===== src/rtl/hilo_pkg.sv =====
// hilo_pkg: shared op encodings, FSM states and default width for the HI/LO divide controller.
package hilo_pkg;
    localparam int WIDTH_DEF = 32;
    localparam logic [1:0] OP_DIV  = 2'd0;
    localparam logic [1:0] OP_DIVU = 2'd1;
    localparam logic [1:0] OP_MTHI = 2'd2;
    localparam logic [1:0] OP_MTLO = 2'd3;
    typedef enum logic [1:0] {IDLE, ISSUE, WAIT, FIXUP} state_t;
endpackage


===== src/rtl/hilo_sign_fix.sv =====
// hilo_sign_fix: conditional two's-complement negate, used for operand magnitudes and result sign fixup.
module hilo_sign_fix #(
    parameter int W = 32
) (
    input  logic [W-1:0] val,
    input  logic         neg,
    output logic [W-1:0] res
);
    assign res = neg ? -val : val;
endmodule


===== src/rtl/hilo_div_ctrl.sv =====
// hilo_div_ctrl: sequences the shared divide engine and owns architectural HI/LO.
// HILO_DIV0_PRESERVE_EN: when defined, divide-by-zero leaves HI/LO untouched.
module hilo_div_ctrl
    import hilo_pkg::*;
#(
    parameter int WIDTH = WIDTH_DEF
) (
    input  logic             clk,
    input  logic             reset,
    input  logic             op_valid,
    input  logic [1:0]       op,
    input  logic [WIDTH-1:0] rs_val,
    input  logic [WIDTH-1:0] rt_val,
    output logic             op_ready,
    input  logic             rd_req,
    output logic             stall,
    output logic [WIDTH-1:0] hi,
    output logic [WIDTH-1:0] lo,
    output logic             busy,
    output logic             div_start,
    output logic [WIDTH-1:0] div_a,
    output logic [WIDTH-1:0] div_b,
    input  logic             div_done,
    input  logic [WIDTH-1:0] div_q,
    input  logic [WIDTH-1:0] div_r,
    output logic             div0
);
`ifdef HILO_DIV0_PRESERVE_EN
    localparam bit PRESERVE = 1'b1;
`else
    localparam bit PRESERVE = 1'b0;
`endif
    state_t state;
    logic sq, sr, is_sdiv;
    logic [WIDTH-1:0] q_tmp, r_tmp, a_mag, b_mag, lo_fix, hi_fix;
    assign is_sdiv = op == OP_DIV;
    assign op_ready = state == IDLE;
    assign busy = state != IDLE;
    assign stall = rd_req && busy;
    assign div_start = state == ISSUE;
    hilo_sign_fix #(.W(WIDTH)) u_abs_a (.val(rs_val), .neg(is_sdiv && rs_val[WIDTH-1]), .res(a_mag));
    hilo_sign_fix #(.W(WIDTH)) u_abs_b (.val(rt_val), .neg(is_sdiv && rt_val[WIDTH-1]), .res(b_mag));
    hilo_sign_fix #(.W(WIDTH)) u_fix_q (.val(q_tmp), .neg(sq), .res(lo_fix));
    hilo_sign_fix #(.W(WIDTH)) u_fix_r (.val(r_tmp), .neg(sr), .res(hi_fix));
    always_ff @(posedge clk) begin
        if (reset) begin
            state <= IDLE;
            hi    <= '0;
            lo    <= '0;
            div0  <= 1'b0;
            div_a <= '0;
            div_b <= '0;
            sq    <= 1'b0;
            sr    <= 1'b0;
            q_tmp <= '0;
            r_tmp <= '0;
        end else begin
            case (state)
                IDLE: if (op_valid) begin
                    if (op == OP_MTHI) hi <= rs_val;
                    else if (op == OP_MTLO) lo <= rs_val;
                    else if (rt_val == '0) begin
                        div0 <= 1'b1;
                        if (!PRESERVE) begin
                            lo <= '1;
                            hi <= rs_val;
                        end
                    end else begin
                        div0  <= 1'b0;
                        sq    <= is_sdiv && (rs_val[WIDTH-1] ^ rt_val[WIDTH-1]);
                        sr    <= is_sdiv && rs_val[WIDTH-1];
                        div_a <= a_mag;
                        div_b <= b_mag;
                        state <= ISSUE;
                    end
                end
                ISSUE: state <= WAIT;
                WAIT: if (div_done) begin
                    q_tmp <= div_q;
                    r_tmp <= div_r;
                    state <= FIXUP;
                end
                FIXUP: begin
                    lo    <= lo_fix;
                    hi    <= hi_fix;
                    state <= IDLE;
                end
            endcase
        end
    end
endmodule


===== config.mk =====
export PLATFORM = sky130hd
export DESIGN_NAME = hilo_div_ctrl
export DESIGN_NICKNAME = d
export VERILOG_FILES = /design/src/rtl/hilo_pkg.sv /design/src/rtl/hilo_sign_fix.sv /design/src/rtl/hilo_div_ctrl.sv
export SDC_FILE = /design/constraint.sdc
export NUM_CORES = 1
export LEC_CHECK = 0
export BUFFER_PORTS_ARGS = -buffer_cell sky130_fd_sc_hd__buf_4
export CAP_MARGIN = 20
export CELL_PAD_IN_SITES_DETAIL_PLACEMENT = 0
export CELL_PAD_IN_SITES_GLOBAL_PLACEMENT = 1
export CORE_MARGIN = 2
export CORE_UTILIZATION = 35
export DETAILED_ROUTE_END_ITERATION = 8
export PLACE_DENSITY = 0.7
export SLEW_MARGIN = 20
export SYNTH_ARGS = -nofsm -noshare
export SYNTH_HDL_FRONTEND = slang
export SYNTH_SLANG_ARGS = --single-unit
export TNS_END_PERCENT = 50

===== constraint.sdc =====
create_clock -name clk -period 4.1 [get_ports clk]
set_clock_uncertainty 0.1 [all_clocks]
set_input_delay 0.82 -clock clk [delete_from_list [all_inputs] [get_ports clk]]
set_output_delay 0.82 -clock clk [all_outputs]
set_load 0.02 [all_outputs]

==> summary.txt, run 1 <==
Logic synthesis
  – Synth area leaders: dfxtp_1, a21oi_1, nand2_1
  – Register area share after synthesis: 0.391
  – Yosys top cell area share: 0.391
  – Syn Nets: 1412
  – Post-Synthesis Cell Area: 10100 um^2
  – Post-synthesis cell type count: 57
  – Post-Syn Instances: 1268
  – Seq cells post-synth: 197
  – Synth area leader: dfxtp_1
  – EDFF count, synth: 0
  – Predominant post-synthesis flop cell: dfxtp_1
  – Syn Area/Cell: 7.95 um^2
  – Synth warn: 0
  – Fraction of registers with async set/reset: 0

Setup path
  – Critical Path Source Type: flip-flop
  – CP Data Required Time: 4.39 ns
  – CP Class: flip-flop to flip-flop
  – Max FO, Critical Path: 13
  – Crit end category: flip-flop
  – Data arrival, critical path: 3.32 ns
  – FF-to-FF setup slack: 1.07 ns

Detailed routing
  – Post-DRT Antenna Nets: 0
  – Wl on met1: 16300 um
  – Top Layer Used: met4
  – DR WL/cell: 18.8 um
  – Total routed wirelength: 35300 um
  – Met2 routed WL: 16200 um
  – Met3 WL post-DR: 1760 um
  – Drt first-iter violations: 758
  – DR DRC count: 0
  – DRT Pass-1 Iters: 7
  – Vias: 9958
  – DR vias/cell: 5.29

Floorplan
  – Row cnt: 62
  – Io pins: 268
  – Core area: 28500 um^2
  – Die height: 174 um
  – Die W: 174 um
  – Die area: 30200 um^2
  – Initial Util: 0.353

Clock tree
  – CTS tree: yes
  – Worst-path clk slew: 0.08 ns
  – CTS buffer count: 17
  – H-tree levels: 4
  – Post-CTS Setup Bufs: 0
  – Skew-Pair Late Insertion Delay: 0.45 ns
  – CTS Buffer Depth: 2
  – Clock sinks: 197
  – CTS Hold Bufs: 0
  – Cts repair resizes: 0
  – Root Driver: clkbuf_16

Power and ir drop
  – P per Cell Area: 515 nW/um^2
  – Switching pwr: 0.00263 W
  – Clock power frac: 0.263
  – Comb power frac: 0.370
  – Switching Share: 0.391
  – Cell leakage power: 5.11 nW
  – Reg power frac: 0.367
  – Internal power: 0.00410 W
  – Peak supply drop: 0.291 mV

Place
  – Number of buffers inserted by port buffering: 267
  – HPWL after DPL: 26700 um
  – Gp weighted congestion: 0.883
  – Setup WS pre-CTS: 0.786 ns

STA
  – Least-Margin Pin Slew: 0.921 ns
  – Max Clk Rate: 331 MHz
  – Final Worst Setup Slack: 1.07 ns
  – Final setup viols: 0
  – TNS Setup: 0 ns
  – RSZ-0062 raised after global routing: no
  – Max-slew violation count: 0
  – Hold Vio Cnt, Final: 0
  – Final min period: 3.03 ns
  – Final Cycle Share: 0.738
  – Slew HR: 0.386

Final layout
  – Commonest non-fill, non-tap cell in the layout: buf_4
  – Share of the core filled with cells: 0.458
  – Most frequent cells in the layout: buf_4, dfxtp_1, nand2_1
  – Final-layout fill cell count: 2976
  – Share of cells above drive strength 1: 0.240
  – Layout Nets: 1630
  – Diodes inserted: 0
  – P&R area growth vs syn: 29.6%

Global routing
  – Initial antenna violation count: 0
  – GRT Residual Overflow: 0
  – First-pass GRT wire length: 54000 um
  – Tot GR Track Use: 0.229
  – Vias in the first global route: 9176
  – Largest net degree at the start of global routing: 164

Hold path
  – Min-delay worst type: flip-flop to flip-flop

Run
  – Max-cap viol count: 0

Outcome
  – Outcome: finished, final reports clean
synth_stat cells (19+ instances only):
cell type  number
a211o_1        19
a211oi_1       63
a21oi_1       160
clkbuf_1       72
dfxtp_1       197
inv_1          20
nand2_1       181
nor2_1        144
nor3_1         26
nor4_1         19
o21ai_0        42
o31ai_1        29
xnor2_1        43
xor2_1         73
through the flow:
stage | power, W | instances | cell area [um^2] | hold WS, ns
5_1_grt | 0.00711 | 1883 | 13100 | 0.379
3_5_place_dp | 0.00499 | 1850 | 12400 | 0.347
4_1_cts | 0.00676 | 1882 | 13000 | 0.359
3_3_place_gp | 0.00496 | 1850 | 12400 | 0.343
6_report | 0.00673 | 1883 | 13100 | 0.358
2_1_floorplan | 0.00399 | 1268 | 10100 | 0.348
state kept, by name (all words and copies together) (netlist names):
signal,cells
sq,1
lo,32
div0,1
sr,1
r_tmp,32
hi,32
state,2
q_tmp,32
div_b,32
div_a,32
cell families after synthesis:
family,count (synthesis),share of synthesized area
simple gates,449,0.202
mux,8,0.00794
compound gates,380,0.245
flops,197,0.391
buf+inv,109,0.0424
fa+ha+maj,9,0.0112
xor+xnor,116,0.101
power by group through the flow:
stage	logic [W]	registers (W)	clock network, W
after floorplan	0.00129	0.00270	0
after global placement	0.00245	0.00251	0
after detailed placement	0.00247	0.00251	0
after CTS	0.00248	0.00247	0.00181
after global routing	0.00271	0.00251	0.00190
final	0.00249	0.00247	0.00177
metal layers:
metal  vias up  GRT usage
met5         -          0
met4         0     0.0819
met3        48     0.0346
met2       282      0.368
met1      4666      0.314
li1       4962          -
worst paths after layout:
path	start	to	cells past startpoint
max	state[0]	lo[20]	8
min	hi[22]	hi[22]	2
max reg2reg	state[0]	lo[20]	8
min reg2reg	hi[22]	hi[22]	2
final cells by class:
cell class                 count  area [um^2]  share of cell area
sequential                   197         3950               0.302
multi-input combinational    962         5760               0.441
inverter                      22         82.6             0.00632
clock buffer                  17          425              0.0326
clock inverter                15          181              0.0139
tap                          384          480              0.0368
timing repair buffer         286         2190               0.168
worst max-delay path, cell delays in order, from the launching register on:
cell	delay, ns
dfxtp_1	0.37
inv_1	0.12
ha_1	0.35
nand3b_1	0.31
nor3_1	0.47
and3_2	0.33
or2_1	0.41
buf_4	0.29
o221a_2	0.20
(Power assumes the default switching activity.)
==> run 2: changes to the inputs <==
ABC_AREA = 1   (was unset)
CORE_UTILIZATION = 34   (was 35)
PLACE_DENSITY = 0.74   (was 0.7)
clock period = 2.7 ns   (was 4.1 ns; I/O delays follow)
==> run 2 against run 1 <==
Compared with the run above: power rose by 92%; synthesized area is 15% higher; wire length rose by 28%; design area up 14%; hold slack lost 0.095 ns; sequential power up 71%; synthesized cell count is 50% higher; non-clock buffer count up 25; register-to-register slack worse by 0.69 ns.
==> summary.txt, run 2 <==
Detailed routing
  – Drt first-iter violations: 834
  – DR vias/cell: 4.99
  – DR DRC count: 0
  – DR WL/cell: 17.5 um
  – Post-DRT Antenna Nets: 0
  – Total routed wirelength: 45400 um
  – Vias: 13000
  – DRT Pass-1 Iters: 5

Clock tree
  – CTS buffer count: 17
  – Root Driver: clkbuf_16
  – Skew-Pair Late Insertion Delay: 0.45 ns
  – Clock sinks: 197
  – CTS tree: yes
  – Cts repair resizes: 0
  – CTS Hold Bufs: 0
  – Worst-path clk slew: 0.07 ns
  – CTS Buffer Depth: 2
  – H-tree levels: 4
  – Post-CTS Setup Bufs: 0

Setup path
  – Critical Path Source Type: flip-flop
  – CP Data Required Time: 2.06 ns
  – CP Class: flip-flop to output port
  – Data arrival, critical path: 1.70 ns
  – Crit end category: output port
  – Max FO, Critical Path: 8
  – RR Endpoint: hi[28]
  – FF-to-FF setup slack: 0.38 ns
  – Worst reg-to-reg path cell count: 9
  – Launch point of the worst reg-to-reg path: state[0]

Logic synthesis
  – Fraction of registers with async set/reset: 0
  – Synth area leader: dfxtp_1
  – Post-Syn Instances: 1896
  – Top-count cell post-synth: nand2_1
  – Synth Area in XOR/XNOR: 0.0234
  – Most frequent cells after synthesis: nand2_1, nor2_1, o21ai_0
  – Register area share after synthesis: 0.340
  – Post-Synthesis Cell Area: 11600 um^2
  – Yosys top cell area share: 0.340
  – Predominant post-synthesis flop cell: dfxtp_1
  – Simple-Gate Fraction of Synth Area: 0.358
  – Syn Nets: 2040
  – Synth warn: 0
  – Seq cells post-synth: 197
  – Syn Area/Cell: 6.11 um^2
  – Post-Synth Adder-Cell Area: 0.00972
  – EDFF count, synth: 0
  – Multiplexer share of the synthesized area: 0
  – Post-synthesis compound-gate area fraction: 0.172
  – Main combinational cell family by area after synthesis: simple AND/OR/NAND/NOR gates
  – Synth area leaders: dfxtp_1, nand2_1, nor2_1
  – Post-synthesis cell type count: 40

Final layout
  – Final Instance Area: 14800 um^2
  – Final-layout fill cell count: 3690
  – Commonest non-fill, non-tap cell in the layout: nand2_1
  – Layout Nets: 2281
  – Post-Layout Cell Count: 2598
  – P&R area growth vs syn: 28.1%
  – Most frequent cells in the layout: nand2_1, buf_4, nor2_1
  – Share of cells above drive strength 1: 0.175

Place
  – Number of buffers inserted by port buffering: 267
  – DP Area: 14200 um^2
  – HPWL after DPL: 35500 um
  – Placed Cells: 2566
  – Gp weighted congestion: 0.898

Global routing
  – Initial antenna violation count: 2
  – First-pass GRT wire length: 69700 um
  – GRT Residual Overflow: 0
  – Vias in the first global route: 12300
  – Largest net degree at the start of global routing: 50
  – Tot GR Track Use: 0.255

Floorplan
  – Die height: 189 um
  – Io pins: 268
  – Die area: 35600 um^2
  – Core area: 33500 um^2
  – Row cnt: 67
  – Die W: 189 um
  – Initial Util: 0.345

STA
  – Final Cycle Share: 0.866
  – Hold Vio Cnt, Final: 0
  – TNS Setup: 0 ns
  – Max Clk Rate: 428 MHz
  – Least-Margin Pin Slew: 0.587 ns
  – Slew HR: 0.608
  – Max-slew violation count: 0
  – Final setup viols: 0
  – RSZ-0062 raised after global routing: no
  – Final min period: 2.34 ns

Power and ir drop
  – Peak supply drop: 0.503 mV
  – Cell leakage power: 7.05 nW
  – Reg power frac: 0.327
  – Comb power frac: 0.450
  – P per Cell Area: 872 nW/um^2
  – Clock power frac: 0.222
  – Switching pwr: 0.00552 W
  – Internal power: 0.00742 W
  – Switching Share: 0.427

Hold path
  – Worst hold endpoint: r_tmp[26]
  – Min-delay worst type: input port to flip-flop
  – Hold_sp: div_r[26]
  – Hold Crit Depth: 3

Outcome
  – Outcome: finished, final reports clean

Run
  – Max-cap viol count: 0
[run 2: critical path: stages (launching register included)]
cell and delay, ns:
dfxtp_1 0.34, inv_1 0.12, ha_1 0.37, inv_1 0.21, buf_4 0.20
[run 2: final cells by class]
| cell class | count | area (um^2) | area share |
|---|---|---|---|
| Antenna cell | 1 | 2.50 | 0.000169 |
| Clock buffer | 19 | 433 | 0.0292 |
| Clock inverter | 12 | 204 | 0.0138 |
| Inverter | 195 | 734 | 0.0495 |
| Multi-Input combinational cell | 1415 | 6530 | 0.440 |
| Sequential cell | 197 | 3940 | 0.266 |
| Tap cell | 448 | 561 | 0.0378 |
| Timing Repair Buffer | 311 | 2420 | 0.163 |
[run 2: worst max-delay path by stage]
stage,from,endpoint,slack (ns),cells after the start
global placement,rt_val[0],div_a[16],0.30,12
CTS,state[0],busy,0.36,4
finish,state[0],busy,0.36,4
global route,state[0],hi[25],0.18,10
floorplan,state[0],lo[2],0.55,9
detailed placement,rt_val[0],div_a[18],0.20,12
[run 2: through the flow]
stage               hold slack [ns]   util  worst slack, ns  total power, W
global placement              0.336  0.423            0.304          0.0100
finish                        0.263  0.442            0.363          0.0129
detailed placement            0.341  0.423            0.199          0.0101
floorplan                     0.357      -            0.554         0.00780
CTS                           0.246  0.442            0.356          0.0130
global route                  0.259  0.442            0.182          0.0138
[run 2: routing by layer]
metal | global-route usage | vias up | routed length (um) | share of wire
met2 | 0.424 | 384 | 21100 | 0.47
met5 | 0 | - | 0 | 0
met4 | 0.0739 | 0 | 926 | 0.020
li1 | - | 6596 | - | -
met1 | 0.342 | 5948 | 20800 | 0.46
met3 | 0.0358 | 46 | 2490 | 0.055
[run 2: kinds of logic after synthesis]
| logic type | Yosys count |
|---|---|
| compound gates | 375 |
| xor+xnor | 31 |
| fa+ha+maj | 9 |
| buf+inv | 284 |
| flops | 197 |
| simple gates | 1000 |
[run 2: power by group through the flow]
stage,Clock (W),Combinational [W],Sequential [W]
2_1_floorplan,0,0.00307,0.00472
3_3_place_gp,0,0.00576,0.00428
3_5_place_dp,0,0.00581,0.00427
4_1_cts,0.00294,0.00584,0.00422
5_1_grt,0.00307,0.00646,0.00431
6_report,0.00288,0.00583,0.00423
==> run 3: changes to the inputs <==
PLACE_DENSITY = unset   (was 0.74)
PLACE_DENSITY_LB_ADDON = 0.1   (was unset)
==> run 3 against run 2 <==
Compared with the run above: power is 0.79% lower; critical endpoint is now lo[26]; setup slack worse by 0.077 ns; wire length is 1.1% lower; fmax is 3.2% lower; sequential power hardly changed.
==> summary.txt, run 3 (same netlist as run 2, synthesis figures left out) <==
Outcome
  – Outcome: finished, final reports clean

Power and ir drop
  – P per Cell Area: 868 nW/um^2
  – Peak supply drop: 0.542 mV
  – Total power: 0.0128 W
  – Cell leakage power: 7.03 nW

Place
  – Number of buffers inserted by port buffering: 267
  – Gp weighted congestion: 0.887
  – DP Area: 14100 um^2
  – HPWL after DPL: 34800 um

Setup path
  – CP Data Required Time: 2.96 ns
  – Worst path slowest cell: ha_1
  – Max FO, Critical Path: 13
  – Buffers & Inverters on Critical Path: 5
  – Crit path max-delay family: buffers and inverters
  – Data arrival, critical path: 2.67 ns
  – Critical Path Source Type: flip-flop
  – Cell mode on critical path: inv_1
  – Crit end category: flip-flop
  – FF-to-FF setup slack: 0.29 ns
  – CP Cell Sequence: inv_1 > ha_1 > inv_1 > a21oi_1 > inv_1 > nand3_1 > buf_4 > a21oi_1 > nand2_1 > inv_1
  – CP max stage delay: 0.39 ns
  – CP Class: flip-flop to flip-flop

Floorplan
  – Die height: 189 um
  – Core area: 33500 um^2
  – Die area: 35600 um^2
  – Initial Util: 0.345
  – Row cnt: 67
  – Io pins: 268
  – Die W: 189 um

Clock tree
  – Clock sinks: 197
  – Cts repair resizes: 0
  – Skew-Pair Late Insertion Delay: 0.45 ns
  – CTS Hold Bufs: 0
  – Worst-path clk slew: 0.07 ns
  – CTS Buffer Depth: 2
  – CTS buffer count: 17
  – Root Driver: clkbuf_16
  – Post-CTS Setup Bufs: 0
  – H-tree levels: 4
  – CTS tree: yes

Final layout
  – Layout Nets: 2277
  – Commonest non-fill, non-tap cell in the layout: nand2_1
  – P&R area growth vs syn: 27.6%
  – Multi-input logic area: 6530 um^2
  – Final Instance Area: 14800 um^2
  – Seq. cell area: 3940 um^2
  – Most frequent cells in the layout: nand2_1, buf_4, nor2_1
  – Final-layout fill cell count: 3694
  – Share of cells above drive strength 1: 0.173

Global routing
  – Met2 Track Usage GR: 0.424
  – Met1 Track Usage GR: 0.323
  – Tot GR Track Use: 0.249
  – Largest net degree at the start of global routing: 85
  – Global route hottest layer: met2
  – GRT Residual Overflow: 0
  – First-pass GRT wire length: 68000 um
  – Met3 Resource Use GR: 0.0430
  – Initial antenna violation count: 2
  – Vias in the first global route: 12000

STA
  – Least-Margin Pin Slew: 0.563 ns
  – Final Cycle Share: 0.894
  – Hold Vio Cnt, Final: 0
  – TNS Setup: 0 ns
  – RSZ-0062 raised after global routing: no
  – Final setup viols: 0
  – Slew HR: 0.620
  – Max-slew violation count: 0
  – Max Clk Rate: 414 MHz
  – Final min period: 2.41 ns

Hold path
  – Min-delay worst type: input port to flip-flop

Detailed routing
  – Drt first-iter violations: 763
  – Post-DRT Antenna Nets: 0
  – DRT Pass-1 Iters: 6
  – DR WL/cell: 17.3 um
  – Total routed wirelength: 44900 um
  – Vias: 12900
  – DR vias/cell: 4.96
  – DR DRC count: 0

Run
  – Max-cap viol count: 0
## run 3: cell types whose count changed in the layout (fill, tap and decap cells not counted), sizes merged
cell,previous run,this run
inv,193,192
clkbuf,19,20
bufinv,5,4
buf,311,307
diode,1,2
clkinv,6,7
## run 3: path summary, 6_finish.rpt
| path | from | end | depth (start not counted) |
|---|---|---|---|
| min reg2reg | hi[4] | hi[4] | 2 |
| max reg2reg | state[0] | lo[26] | 10 |
| max | state[0] | lo[26] | 10 |
| min | rt_val[0] | div_b[0] | 3 |
## run 3: per-stage QoR
step | instances | hold WS, ns | utilization | setup slack, ns
final | 2595 | 0.256 | 0.441 | 0.286
after global routing | 2595 | 0.259 | 0.441 | 0.0327
after CTS | 2593 | 0.239 | 0.441 | 0.255
after detailed placement | 2562 | 0.344 | 0.422 | 0.182
after global placement | 2562 | 0.337 | 0.422 | 0.236
after floorplan | 1896 | 0.357 | - | 0.554
## run 3: worst min-delay path: cells and delay by family
family,cells,cell delay [ns]
AO/OA/AOI/OAI,1,0.11
buffers and inverters,2,0.13
## run 3: cell type report
class                           instances  area share
Tap cell                              448      0.0379
Antenna cell                            2    0.000339
Clock buffer                           20      0.0302
Sequential cell                       197       0.267
Inverter                              195      0.0497
Clock inverter                         11      0.0120
Multi-Input combinational cell       1415       0.442
Timing Repair Buffer                  307       0.161
## run 3: layer usage
metal | part of all wire | up-vias | routed length, um
met5 | 0 | - | 0
met4 | 0.021 | 0 | 922
met3 | 0.051 | 49 | 2280
met2 | 0.47 | 319 | 21300
met1 | 0.46 | 5910 | 20400
li1 | - | 6595 | -
## run 3: power by group
group / internal, W / switching (W)
Combinational: 0.00209 / 0.00370
Sequential: 0.00365 / 0.000564
Clock: 0.00158 / 0.00124
Total: 0.00733 / 0.00551
